`src/rtl/aggr_seq_if.sv`:
```
// Signal bundle between the per-event aggregation sequencer (master) and its
// neighbour FIFO, MAC unit, max-aggregator and downstream layer (slave).
interface aggr_seq_if #(
  parameter int MAX_NBR = 16,
  parameter int NBR_W   = 16
);
  localparam int CNT_W = $clog2(MAX_NBR + 1);

  logic             evt_valid;
  logic             evt_ready;
  logic             nbr_empty;
  logic             nbr_done;
  logic             nbr_rd_en;
  logic [NBR_W-1:0] nbr_rdata;
  logic             mac_valid;
  logic             mac_ready;
  logic [NBR_W-1:0] mac_nbr;
  logic             mac_done;
  logic             is_neighbor;
  logic             no_neighbor;
  logic             clean;
  logic             aggr_valid;
  logic             out_valid;
  logic             out_ready;
  logic [CNT_W-1:0] nbr_count;
  logic             nbr_trunc;
  logic             busy;

  modport master (
    input  evt_valid, nbr_empty, nbr_done, nbr_rdata, mac_ready, mac_done,
           aggr_valid, out_ready,
    output evt_ready, nbr_rd_en, mac_valid, mac_nbr, is_neighbor, no_neighbor,
           clean, out_valid, nbr_count, nbr_trunc, busy
  );

  modport slave (
    output evt_valid, nbr_empty, nbr_done, nbr_rdata, mac_ready, mac_done,
           aggr_valid, out_ready,
    input  evt_ready, nbr_rd_en, mac_valid, mac_nbr, is_neighbor, no_neighbor,
           clean, out_valid, nbr_count, nbr_trunc, busy
  );
endinterface

```
`src/rtl/aggr_seq.sv`:
```
// Per-event sequencer for one graph-conv layer: pops neighbours, issues one MAC
// job each, steers the max-aggregator and hands the result downstream.
module aggr_seq #(
  parameter int MAX_NBR = 16,
  parameter int NBR_W   = 16
) (
  input logic        clk,
  input logic        rstn,
  aggr_seq_if.master bus
);
  localparam int               CNT_W   = $clog2(MAX_NBR + 1);
  localparam logic [CNT_W-1:0] CNT_MAX = CNT_W'(MAX_NBR);

  typedef enum logic [3:0] {
    IDLE, FETCH, POP, ISSUE, COMPUTE, WAIT_AGGR, OUTPUT, CLEAN, DRAIN
  } state_t;

  state_t           state;
  logic [NBR_W-1:0] mac_nbr_q;
  logic [CNT_W-1:0] count_q;
  logic             trunc_q;
  logic             mac_valid_q;
  logic             is_nbr_q;
  logic             no_nbr_q;
  logic             clean_q;
  logic             out_valid_q;
  logic             clean_2nd_q;
  logic             at_max;
  logic             fetch_pop;
  logic             drain_pop;

  assign at_max = (count_q == CNT_MAX);

  // The FIFO pop is decoded from state (not registered) so that read data
  // arrives exactly in the POP cycle, and DRAIN can pop every cycle.
  assign fetch_pop = (state == FETCH) && !at_max && !bus.nbr_empty;
  assign drain_pop = (state == DRAIN) && !bus.nbr_empty;

  always_ff @(posedge clk) begin
    if (!rstn) begin
      state       <= IDLE;
      mac_nbr_q   <= '0;
      count_q     <= '0;
      trunc_q     <= 1'b0;
      mac_valid_q <= 1'b0;
      is_nbr_q    <= 1'b0;
      no_nbr_q    <= 1'b0;
      clean_q     <= 1'b0;
      out_valid_q <= 1'b0;
      clean_2nd_q <= 1'b0;
    end else begin
      no_nbr_q <= 1'b0;
      clean_q  <= 1'b0;
      case (state)
        IDLE: begin
          if (bus.evt_valid) begin
            count_q <= '0;
            trunc_q <= 1'b0;
            state   <= FETCH;
          end
        end
        FETCH: begin
          if (at_max) begin
            if (!bus.nbr_empty) trunc_q <= 1'b1;
            no_nbr_q <= 1'b1;
            state    <= WAIT_AGGR;
          end else if (!bus.nbr_empty) begin
            state <= POP;
          end else if (bus.nbr_done) begin
            no_nbr_q <= 1'b1;
            state    <= WAIT_AGGR;
          end
        end
        POP: begin
          mac_nbr_q   <= bus.nbr_rdata;
          mac_valid_q <= 1'b1;
          is_nbr_q    <= 1'b1;
          state       <= ISSUE;
        end
        ISSUE: begin
          if (bus.mac_ready) begin
            mac_valid_q <= 1'b0;
            is_nbr_q    <= 1'b0;
            state       <= COMPUTE;
          end
        end
        // Waiting for mac_done keeps no_neighbor behind the last accumulate.
        COMPUTE: begin
          if (bus.mac_done) begin
            if (!at_max) count_q <= count_q + CNT_W'(1);
            state <= FETCH;
          end
        end
        WAIT_AGGR: begin
          if (bus.aggr_valid) begin
            out_valid_q <= 1'b1;
            state       <= OUTPUT;
          end
        end
        OUTPUT: begin
          if (bus.out_ready) begin
            out_valid_q <= 1'b0;
            clean_q     <= 1'b1;
            clean_2nd_q <= 1'b0;
            state       <= CLEAN;
          end
        end
        CLEAN: begin
          clean_2nd_q <= 1'b1;
          if (clean_2nd_q) state <= trunc_q ? DRAIN : IDLE;
        end
        DRAIN: begin
          if (bus.nbr_empty && bus.nbr_done) state <= IDLE;
        end
        default: state <= IDLE;
      endcase
    end
  end

  assign bus.evt_ready   = (state == IDLE);
  assign bus.busy        = (state != IDLE);
  assign bus.nbr_rd_en   = fetch_pop || drain_pop;
  assign bus.mac_valid   = mac_valid_q;
  assign bus.mac_nbr     = mac_nbr_q;
  assign bus.is_neighbor = is_nbr_q;
  assign bus.no_neighbor = no_nbr_q;
  assign bus.clean       = clean_q;
  assign bus.out_valid   = out_valid_q;
  assign bus.nbr_count   = count_q;
  assign bus.nbr_trunc   = trunc_q;
endmodule

```
`src/flat_wrapper.sv`:
```
// flat-port wrapper written by rule: the top's interface ports become plain ports
module aggr_seq_flat 
#(
  parameter int MAX_NBR = 16,
  parameter int NBR_W   = 16
)
  (clk, rstn, bus_evt_valid, bus_nbr_empty, bus_nbr_done, bus_nbr_rdata, bus_mac_ready, bus_mac_done, bus_aggr_valid, bus_out_ready, bus_evt_ready, bus_nbr_rd_en, bus_mac_valid, bus_mac_nbr, bus_is_neighbor, bus_no_neighbor, bus_clean, bus_out_valid, bus_nbr_count, bus_nbr_trunc, bus_busy);
  aggr_seq_if #(.MAX_NBR(MAX_NBR), .NBR_W(NBR_W)) bus_i ();
  input logic clk;
  input logic rstn;
  input wire logic [$bits(bus_i.evt_valid)-1:0] bus_evt_valid;
  input wire logic [$bits(bus_i.nbr_empty)-1:0] bus_nbr_empty;
  input wire logic [$bits(bus_i.nbr_done)-1:0] bus_nbr_done;
  input wire logic [$bits(bus_i.nbr_rdata)-1:0] bus_nbr_rdata;
  input wire logic [$bits(bus_i.mac_ready)-1:0] bus_mac_ready;
  input wire logic [$bits(bus_i.mac_done)-1:0] bus_mac_done;
  input wire logic [$bits(bus_i.aggr_valid)-1:0] bus_aggr_valid;
  input wire logic [$bits(bus_i.out_ready)-1:0] bus_out_ready;
  output wire logic [$bits(bus_i.evt_ready)-1:0] bus_evt_ready;
  output wire logic [$bits(bus_i.nbr_rd_en)-1:0] bus_nbr_rd_en;
  output wire logic [$bits(bus_i.mac_valid)-1:0] bus_mac_valid;
  output wire logic [$bits(bus_i.mac_nbr)-1:0] bus_mac_nbr;
  output wire logic [$bits(bus_i.is_neighbor)-1:0] bus_is_neighbor;
  output wire logic [$bits(bus_i.no_neighbor)-1:0] bus_no_neighbor;
  output wire logic [$bits(bus_i.clean)-1:0] bus_clean;
  output wire logic [$bits(bus_i.out_valid)-1:0] bus_out_valid;
  output wire logic [$bits(bus_i.nbr_count)-1:0] bus_nbr_count;
  output wire logic [$bits(bus_i.nbr_trunc)-1:0] bus_nbr_trunc;
  output wire logic [$bits(bus_i.busy)-1:0] bus_busy;
  assign bus_i.evt_valid = bus_evt_valid;
  assign bus_i.nbr_empty = bus_nbr_empty;
  assign bus_i.nbr_done = bus_nbr_done;
  assign bus_i.nbr_rdata = bus_nbr_rdata;
  assign bus_i.mac_ready = bus_mac_ready;
  assign bus_i.mac_done = bus_mac_done;
  assign bus_i.aggr_valid = bus_aggr_valid;
  assign bus_i.out_ready = bus_out_ready;
  assign bus_evt_ready = bus_i.evt_ready;
  assign bus_nbr_rd_en = bus_i.nbr_rd_en;
  assign bus_mac_valid = bus_i.mac_valid;
  assign bus_mac_nbr = bus_i.mac_nbr;
  assign bus_is_neighbor = bus_i.is_neighbor;
  assign bus_no_neighbor = bus_i.no_neighbor;
  assign bus_clean = bus_i.clean;
  assign bus_out_valid = bus_i.out_valid;
  assign bus_nbr_count = bus_i.nbr_count;
  assign bus_nbr_trunc = bus_i.nbr_trunc;
  assign bus_busy = bus_i.busy;
  aggr_seq #(.MAX_NBR(MAX_NBR), .NBR_W(NBR_W)) u_core (.clk(clk), .rstn(rstn), .bus(bus_i));
endmodule
```
`config.mk`:
```
export PLATFORM = sky130hd
export DESIGN_NAME = aggr_seq_flat
export DESIGN_NICKNAME = d
export VERILOG_FILES = /design/src/rtl/aggr_seq_if.sv /design/src/rtl/aggr_seq.sv /design/src/flat_wrapper.sv
export SDC_FILE = /design/constraint.sdc
export NUM_CORES = 1
export LEC_CHECK = 0
export ABC_AREA = 1
export BUFFER_PORTS_ARGS = -buffer_cell sky130_fd_sc_hd__buf_2
export CAP_MARGIN = 30
export CORE_MARGIN = 2
export CORE_UTILIZATION = 52
export DETAILED_ROUTE_END_ITERATION = 6
export PLACE_DENSITY = 0.84
export SETUP_SLACK_MARGIN = 0.05
export SKIP_LAST_GASP = 1
export SLEW_MARGIN = 40
export SYNTH_ARGS = -nofsm -noshare
export SYNTH_HDL_FRONTEND = slang
export SYNTH_SLANG_ARGS = --single-unit
```
`constraint.sdc`:
```
create_clock -name clk -period 2.5 [get_ports clk]
set_input_delay 0.25 -clock clk [delete_from_list [all_inputs] [get_ports clk]]
set_output_delay 0.25 -clock clk [all_outputs]
set_load 0.02 [all_outputs]
```
==> reports/metrics.yaml <==
power_and_ir_drop:
  peakVddDrop_mv: 0.7829
  powerDensity_mw_per_mm2: 1204
  p_leak_nw: 0.9113
floorplan:
  die_x_um: 57.02
  rows: 19
  start_util_pct: 53.92
  ios: 55
  die_h_um: 57.02
  core_sq_mm: 0.002710
  die-area_sq_mm: 0.003251
timing:
  fin_ws_ns: 0.6222
  hold_viol_final: 0
  min_period_over_period_pct: 75.11
  rsz0062_at_grt: "false"
  worst_pin_slew_ns: 0.3292
  setup_tns_ns: 0
  period_needed_ns: 1.878
  setup_viol: 0
  timing.fmax_mhz: 532.5
  hold_ws_ns: 0.1553
  max_slew_margin_pct: 78.05
  finClkSkew_ns: 0.005618
  slew_viol_final: 0
yosys:
  ys_ff_latch: 31
  synth_top_cell_area_share_pct: 42.47
  synth_area_leader_cell: "dfxtp_1"
  synth_area_sq_mm: 0.001461
  synth_area_leaders: "dfxtp_1, nor2_1, nand2_1, o21ai_0, nand3_1"
  yosysSeqAreaShare_pct: 42.47
  synth_cell_types: 25
  yosys_warnings: 0
  synth_cells: 212
  syn_avg_cell_area_sq_um: 6.893
  syn_nets: 239
setup_path:
  cp-startpoint: "u_core.bus.nbr_count[0]$_SDFFE_PN0P_"
  end_kind: "output port"
  crit_path_end: "bus_nbr_rd_en"
  start_kind: "register"
  required_ns: 2.25
  r2r-end: "u_core.bus.nbr_count[0]$_SDFFE_PN0P_"
  crit_arrival_ns: 1.63
  r2r_start: "u_core.bus.nbr_count[0]$_SDFFE_PN0P_"
  cp_max_fo: 6
  r2r_slack_ns: 0.97
  r2r_cells: 9
  crit_type: "register to output port"
layout:
  syn_to_final_growth_pct: 23.03
  num-fill-cells: 270
  register_area_sq_um: 620.6
  final_cell_mix: "nor2_1, buf_2, nand2_1"
  fin_area_sq_mm: 0.001798
  multi_input_area_sq_um: 728.2
  antenna_cells: 0
  final_nets: 295
  final_common_cell: "nor2_1"
  layout-drive-gt1-share_pct: 30.48
  stdcell_count: 300
place:
  dp_slack_ns: 0.9866
  portBuffers: 54
  routabilityCongestion: 0.8710
  dpl_cell_area_sq_mm: 0.001744
  hpwl_um: 2451
  place_inst: 292
global_routing:
  grt_pass1_wl_um: 5595
  grt_max_degree: 22
  overflow: 0
  grt_pass1_vias: 1347
  grtUsageTotal_pct: 22.54
  antenna_found_initial: 0
clock_network:
  cts.sinks: 31
  clk_latency_ns: 0.34
  root_buffer: "clkbuf_4"
  htreeDepth: 2
  clk_pin_slew_ns: 0.10
  clk_path_buf_depth: 2
  cts_resized: 0
  numCtsBuffers: 5
  tritoncts: "yes"
  post_cts.repair.setup_buffers: 0
  hold_buffers: 0
hold_path:
  hold_class: "input pin to register"
routing:
  drtPass1Iterations: 4
  drcViolationCount: 0
  drt-total-wl_um: 3353
  num_vias: 1484
  postRouteAntennaNets: 0
  drtIter0Drc: 53
  via_per_inst: 4.947
  wl_per_cell_um: 11.18
job:
  maxCapViolations: 0
run_status:
  status: "complete, no violations"
-- per-layer routing --
| layer | share of wire (%) | GRT usage (%) | wire [um] |
|---|---|---|---|
| met5 | 0 | 0 | 0 |
| met2 | 46 | 37.11 | 1537 |
| met1 | 43 | 25.50 | 1443 |
| met4 | 2.1 | 10.30 | 71 |
| met3 | 9.0 | 9.297 | 301 |
-- how the worst min path moves through the flow --
| stage | from | endpoint | slack (ns) | cells past startpoint |
|---|---|---|---|---|
| 2_1_floorplan | bus_out_ready | u_core.bus.clean$_SDFF_PN0_ | 0.41 | 2 |
| 3_3_place_gp | u_core.bus.out_valid$_SDFFE_PN0P_ | u_core.bus.out_valid$_SDFFE_PN0P_ | 0.45 | 2 |
| 3_5_place_dp | u_core.bus.out_valid$_SDFFE_PN0P_ | u_core.bus.out_valid$_SDFFE_PN0P_ | 0.46 | 2 |
| 4_1_cts | bus_nbr_rdata[12] | u_core.bus.mac_nbr[12]$_SDFFE_PN0P_ | 0.14 | 3 |
| 5_1_grt | bus_nbr_rdata[15] | u_core.bus.mac_nbr[15]$_SDFFE_PN0P_ | 0.14 | 3 |
| 6_report | bus_nbr_rdata[12] | u_core.bus.mac_nbr[12]$_SDFFE_PN0P_ | 0.16 | 3 |
-- state kept, by name, summed over array words and instances (netlist names) --
signal and flops:
u_core.bus.mac_valid 1, u_core.bus.no_neighbor 1, u_core.bus.nbr_count 5, u_core.clean_2nd_q 1, u_core.bus.mac_nbr 16, u_core.bus.clean 1, u_core.bus.out_valid 1, u_core.state 4
u_core.bus.nbr_trunc 1
-- stage by stage --
step	utilization [%]	total power, W
after floorplan	-	0.001601
after global placement	64.36	0.001859
after detailed placement	64.36	0.001876
after CTS	66.34	0.002178
after global routing	66.34	0.002357
final	66.34	0.002165
-- worst max-delay path: stages (launching register included) --
cell      delay, ns
dfxtp_1        0.37
inv_1          0.09
ha_1           0.19
nand2_1        0.06
clkinv_1       0.05
nand2_1        0.17
nand3_1        0.14
nand2_1        0.07
buf_2          0.15
-- cell type report --
class,count,area share (%)
Sequential cell,31,34.52
Clock buffer,6,2.296
Multi-Input combinational cell,153,40.50
Timing Repair Buffer,54,15.03
Inverter,23,4.802
Clock inverter,2,0.6959
Tap cell,31,2.157
-- logic make-up after synthesis --
| logic type | synth area share [%] |
|---|---|
| AO/OA/AOI/OAI | 9.332 |
| buffers and inverters | 7.705 |
| flip-flops | 42.47 |
| adder cells (fa/ha/maj) | 1.712 |
| AND/OR/NAND/NOR | 38.19 |
| XOR/XNOR | 0.5994 |
-- cells in the mapped netlist, drive strengths merged --
| master | n |
|---|---|
| nor3 | 4 |
| o21ai | 19 |
| clkbuf | 2 |
| nand3 | 16 |
| buf | 3 |
| ha | 2 |
| nand2 | 40 |
| dfxtp | 31 |
| inv | 22 |
| clkinv | 1 |
| a21oi | 6 |
| xor2 | 1 |
| a211oi | 1 |
| nand3b | 2 |
| nor2 | 62 |
-- where the power goes --
group | total (W) | internal [W] | switching (W)
Sequential | 0.000732 | 0.000630 | 0.000102
Combinational | 0.00114 | 0.000374 | 0.000770
Clock | 0.000288 | 0.000108 | 0.000180
Power figures use the tool's default switching activity.
